==> src/rtl/inequality.sv <==
// Unsigned magnitude classifier: compares num against a programmable
// threshold, registers a one-hot result and keeps saturating per-class counts.
//
// Ports:
//   clk        rising-edge clock for all state
//   rst        asynchronous active-high reset
//   num        unsigned operand to classify (sampled when num_valid=1)
//   num_valid  sample strobe for num
//   thr_we     threshold write enable
//   thr_din    new threshold value
//   cnt_clr    synchronous clear of all three counters
//   out        one-hot result {gt, eq, lt}
//   out_valid  high for one cycle after each sample
//   thr        current threshold register
//   cnt_gt     number of num>thr results (saturating)
//   cnt_eq     number of num==thr results (saturating)
//   cnt_lt     number of num<thr results (saturating)

module inequality #(
    parameter int WIDTH     = 4,
    parameter int THR_RESET = 12,
    parameter int CNT_W     = 8
) (
    input  logic             clk,
    input  logic             rst,
    input  logic [WIDTH-1:0] num,
    input  logic             num_valid,
    input  logic             thr_we,
    input  logic [WIDTH-1:0] thr_din,
    input  logic             cnt_clr,
    output logic [2:0]       out,
    output logic             out_valid,
    output logic [WIDTH-1:0] thr,
    output logic [CNT_W-1:0] cnt_gt,
    output logic [CNT_W-1:0] cnt_eq,
    output logic [CNT_W-1:0] cnt_lt
);

    localparam logic [WIDTH-1:0] THR_INIT = WIDTH'(THR_RESET);
    localparam logic [CNT_W-1:0] CNT_MAX  = '1;
    localparam logic [CNT_W-1:0] CNT_ONE  = CNT_W'(1);

    logic       is_gt;
    logic       is_eq;
    logic       is_lt;
    logic [2:0] cls;

    // Compare against the registered threshold, so a same-edge write
    // only affects later samples.
    always_comb begin
        is_gt = (num > thr);
        is_eq = (num == thr);
        is_lt = (num < thr);
        cls   = {is_gt, is_eq, is_lt};
    end

    always_ff @(posedge clk or posedge rst) begin
        if (rst) begin
            out       <= 3'b000;
            out_valid <= 1'b0;
            thr       <= THR_INIT;
        end else begin
            out_valid <= num_valid;
            if (num_valid) begin
                out <= cls;
            end
            if (thr_we) begin
                thr <= thr_din;
            end
        end
    end

    // Clear takes priority over a same-edge increment.
    always_ff @(posedge clk or posedge rst) begin
        if (rst) begin
            cnt_gt <= '0;
            cnt_eq <= '0;
            cnt_lt <= '0;
        end else if (cnt_clr) begin
            cnt_gt <= '0;
            cnt_eq <= '0;
            cnt_lt <= '0;
        end else if (num_valid) begin
            if (is_gt && cnt_gt != CNT_MAX) begin
                cnt_gt <= cnt_gt + CNT_ONE;
            end
            if (is_eq && cnt_eq != CNT_MAX) begin
                cnt_eq <= cnt_eq + CNT_ONE;
            end
            if (is_lt && cnt_lt != CNT_MAX) begin
                cnt_lt <= cnt_lt + CNT_ONE;
            end
        end
    end

endmodule

==> config.mk <==
export PLATFORM = sky130hd
export DESIGN_NAME = inequality
export DESIGN_NICKNAME = d
export VERILOG_FILES = /design/src/rtl/inequality.sv
export SDC_FILE = /design/constraint.sdc
export NUM_CORES = 1
export LEC_CHECK = 0
export BUFFER_PORTS_ARGS = -buffer_cell sky130_fd_sc_hd__buf_2
export CAP_MARGIN = 20
export CORE_MARGIN = 1.5
export CORE_UTILIZATION = 56
export CTS_CLUSTER_DIAMETER = 80
export CTS_CLUSTER_SIZE = 12
export DETAILED_ROUTE_END_ITERATION = 10
export PLACE_DENSITY = 0.84
export SKIP_LAST_GASP = 1
export SLEW_MARGIN = 20
export SYNTH_ARGS = -nofsm -noshare
export SYNTH_HDL_FRONTEND = slang
export SYNTH_SLANG_ARGS = --single-unit
export TNS_END_PERCENT = 30
==> constraint.sdc <==
create_clock -name clk -period 5.85 [get_ports clk]
set_input_delay 0.585 -clock clk [delete_from_list [all_inputs] [get_ports clk]]
set_output_delay 0.585 -clock clk [all_outputs]
set_load 0.02 [all_outputs]
# After elaboration in Yosys (flattened, before gate mapping)
# Cells that the tools add are included.
dict set report word_totals {
  ff_bits 32
  latchBits 0
  ram_bits 0
  rom_bits 0
  inputBits 13
  output_inout_bits 32
  elab_cells 34
  n_memories 0
}
dict set report op_classes {
  n_addsub 3
  multipliers 0
  div_mod_pow 0
  order_cmp 2
  eq_ne 4
  n_shift 0
  n_mux 9
  bitwise_logic 0
  n_reduce_logical 10
}
# operator n
set op_table {}
lappend op_table {{8-bit two-way mux} 9}
lappend op_table {{8-bit by 1-bit adder with 8-bit output (second input constant)} 3}
lappend op_table {{8-bit != test (second input constant)} 3}
lappend op_table {{2-bit nonzero test} 4}
lappend op_table {{2-bit AND reduction} 3}
lappend op_table {{4-bit equality test} 1}
lappend op_table {{4-bit greater-than comparator} 1}
lappend op_table {{4-bit < comparator} 1}
lappend op_table {{1-bit logical AND} 3}

# Longest topological paths before layout
dict set report logic_depth {
  depth_word 5
  ltp_mapped 8
  mapped_depth_nobuf 7
}

# Worst setup path before layout
# Ideal clock, no wire load.
dict set report synth_path {
  path_kind {input-to-reg}
  from {in num[1]}
  to {reg cnt_lt[5]}
  setup_ns 0.125
  arrival_ns 2.051
  required_time_ns 5.725
  path_slack_ns 3.674
  stages 7
  path_buffers 1
  path_cell_list {ha_1 nor2b_1 o211ai_2 and3_1 buf_6 nand4_4 mux2_4}
}
dict set report synth_via {
  elab_chain_cells 4
}
# item line
set synth_rtl {}
lappend synth_rtl {{from (decl)} 26} ;# input logic [WIDTH-1:0] num,
lappend synth_rtl {{4-bit < comparator} 53} ;# is_lt = (num < thr);
lappend synth_rtl {{1-bit logical AND} 90} ;# if (is_lt && cnt_lt != CNT_MAX) begin
lappend synth_rtl {{2-bit nonzero test (no line)} -}
lappend synth_rtl {{2-bit AND reduction (no line)} -}
lappend synth_rtl {{to (signal assigned)} 91} ;# cnt_lt <= cnt_lt + CNT_ONE;
lappend synth_rtl {{to (decl)} 36} ;# output logic [CNT_W-1:0] cnt_lt
# No other way between the ends.
# A chain may end at the register's enable or synchronous reset.

# Worst setup path after layout
dict set report layout_path {
  from {reg thr[3]}
  to {reg cnt_lt[5]}
}
dict set report layout_via {
  elab_chain_cells 4
}
# item line
set layout_rtl {}
lappend layout_rtl {{from (decl)} 33} ;# output logic [WIDTH-1:0] thr,
lappend layout_rtl {{from (signal assigned)} 68} ;# thr <= thr_din;
lappend layout_rtl {{4-bit < comparator} 53}
lappend layout_rtl {{1-bit logical AND} 90}
lappend layout_rtl {{2-bit nonzero test (no line)} -}
lappend layout_rtl {{2-bit AND reduction (no line)} -}
# No other way between the ends.

==> metrics.yaml <==
status: "complete, but fails checks"
violations: "design-rule violations"
vias: 1430
rows: 19
worstMarginPinSlew_ps: 520
layout-drive-gt1-share: 0.288
cts_buffers: 5
cts_tree: "yes"
drv_cap: 0
postLayoutCellArea_um2: 2040
syn_nets: 190
root_buffer: "clkbuf_4"
end_kind: "flip-flop"
grt_pass1_vias: 1335
syn-instance-count: 170
io_buffers: 44
p_leak_nw: 1.04
grt_overflow_total: 0
clkLatencyLatePin_ps: 330
cts_max_level: 2
seqPwrFrac: 0.477
fmax_mhz: 428
clkSinkCount: 32
intPower_w: 0.000371
grt_first_pass_wirelength_um: 5670
power_density_nw_per_um2: 244
antenna_found_initial: 0
critPathSlowestCell: "dfstp_2"
slew_headroom: 0.653
finalCritPeriodShare: 0.399
crit_fanout: 8
postLayoutCoreUtil: 0.721
synth_seq_area_share: 0.472
first_pass_iters: 7
nFillCells: 215
die_w_um: 58.1
diodes: 0
p_sw_frac: 0.255
clockBufferDepth: 2
final_common_cell: "buf_2"
area_delta_synth_final_pct: 19.9
fin_skew_ps: 11.2
path_class: "flip-flop to flip-flop"
synth_top_area_cell: "dfrtp_1"
coreArea_um2: 2830
wire_per_inst_um: 13.6
synth_area_per_cell_um2: 10.0
die_h_um: 58.1
ys.flop_type: "dfrtp_1"
synth_edf_count: 0
ys_top_cells_by_area: "dfrtp_1 44%, nor2_1 5.7%, ha_1 5.1%"
finalHoldViolCount: 0
cts_setup_buffers: 0
grt_start_max_net_pins: 33
fin_crit_ps: 2340
clkPwrFrac: 0.374
p_comb_frac: 0.149
synth.cell_area_um2: 1700
hold_slack_ps: 307
clk_pin_slew_ps: 90
crit_chain: "inv_1 -> ha_1 -> a211oi_2 -> and3_1 -> nand4_4 -> mux2_4"
drv_slew: 0
grt_usage: 0.220
postRouteAntennaNets: 0
placed_cell_area_um2: 1950
critPathArrivalTime_ps: 2550
drcViolationCount: 4
nNetsFinal: 238
post_cts_resized: 0
async_reset_ff_frac: 1.00
layout_common_cells: "44 x buf_2, 30 x dfrtp_1, 26 x nor2_1, 13 x nand2_1"
die_area_um2: 3380
drt_iter0_markers: 50
setup_violations: 0
crit_path_max_incr_delay_ps: 530
required_ps: 6070
place_ws_ps: 3330
start_kind: "flip-flop"
hpwl_um: 2510
boundaryPins: 45
holdBufCountCts: 0
yosys.area.top_type_share: 0.441
via_per_inst: 5.72
finalSetupTns_ps: 0
hp-class: "input pin to async pin"
place_congestion: 0.833
setup_ws_ps: 3510
p_sw_w: 0.000127
routed_wl_um: 3410
ys.warnings.count: 0
vdd_ir_drop_max_mv: 0.153
synth_cell_types: 41
ys_seq_elements: 32
start_util: 0.602
rsz0062_at_grt: "no"
[cells in the mapped netlist, types with 3 or more instances]
master	count
mux2_1	3
dfrtp_1	30
nor3_1	3
ha_1	7
o21ai_0	4
and3_1	3
nand4_1	7
nand2_1	13
a21oi_1	7
xor2_1	4
nor2b_1	4
nand3_1	4
clkbuf_1	3
a211oi_1	3
nor2_1	26
xnor2_1	9
inv_1	9
a31o_1	3
[cell families (layout without fill, tap and decap cells)]
kind of cell,after synthesis,in the layout,share of synthesized area
XOR/XNOR,13,13,0.0669
adder cells (fa/ha/maj),7,7,0.0515
AND/OR/NAND/NOR,68,68,0.203
multiplexers,8,8,0.0537
flip-flops,32,32,0.472
buffers and inverters,15,64,0.0375
AO/OA/AOI/OAI,27,27,0.115
[metal layers]
layer  routed length [um]  global-route usage
met4                   67               0.110
met1                 1410               0.268
met2                 1710               0.370
met5                    0                   0
met3                  220              0.0469
[through the flow]
step	total power, W	std cells
global placement	0.000313	242
CTS	0.000504	250
floorplan	0.000294	170
global route	0.000515	250
detailed placement	0.000317	242
finish	0.000498	250
[worst paths after layout]
| path | slack (ps) | cells after the start | to | from |
|---|---|---|---|---|
| worst max-delay path | 3510 | 6 | cnt_lt[5] | thr[3] |
| worst min register to register | 510 | 1 | out[1] | out[1] |
| min in group clk | 450 | 3 | thr[1] | thr_din[1] |
| worst min-delay path | 310 | 3 | cnt_eq[2] | rst |
| worst max register to register | 3510 | 6 | cnt_lt[5] | thr[3] |
| max in group asynchronous | 5210 | 3 | thr[3] | rst |
[final cells by class]
cell class,count,area [um^2],area share
Sequential cell,32,803,0.394
Inverter,11,41.3,0.0202
Multi-Input combinational cell,123,835,0.409
Clock inverter,1,30.0,0.0147
Tap cell,31,38.8,0.0190
Clock buffer,7,65.1,0.0319
Timing Repair Buffer,45,228,0.112
[power by group through the flow]
stage,clock (W),combinational [W],sequential (W)
2_1_floorplan,0,0.0000402,0.000254
3_3_place_gp,0,0.0000714,0.000242
4_1_cts,0.000191,0.0000747,0.000238
6_report,0.000186,0.0000742,0.000238
5_1_grt,0.000195,0.0000813,0.000239
3_5_place_dp,0,0.0000742,0.000243
[state kept, by name (all words and copies together) (netlist names)]
register and cells:
cnt_eq 8, cnt_gt 8, cnt_lt 8, out 3, out_valid 1, thr 4
[critical path: cells and delay by family (launching register included)]
kind / cells / cell delay (ps)
compound gates: 1 / 400
buf+inv: 1 / 50
flops: 1 / 530
simple gates: 2 / 610
fa+ha+maj: 1 / 340
mux: 1 / 310
No activity file was read; power rests on OpenSTA's default activity.
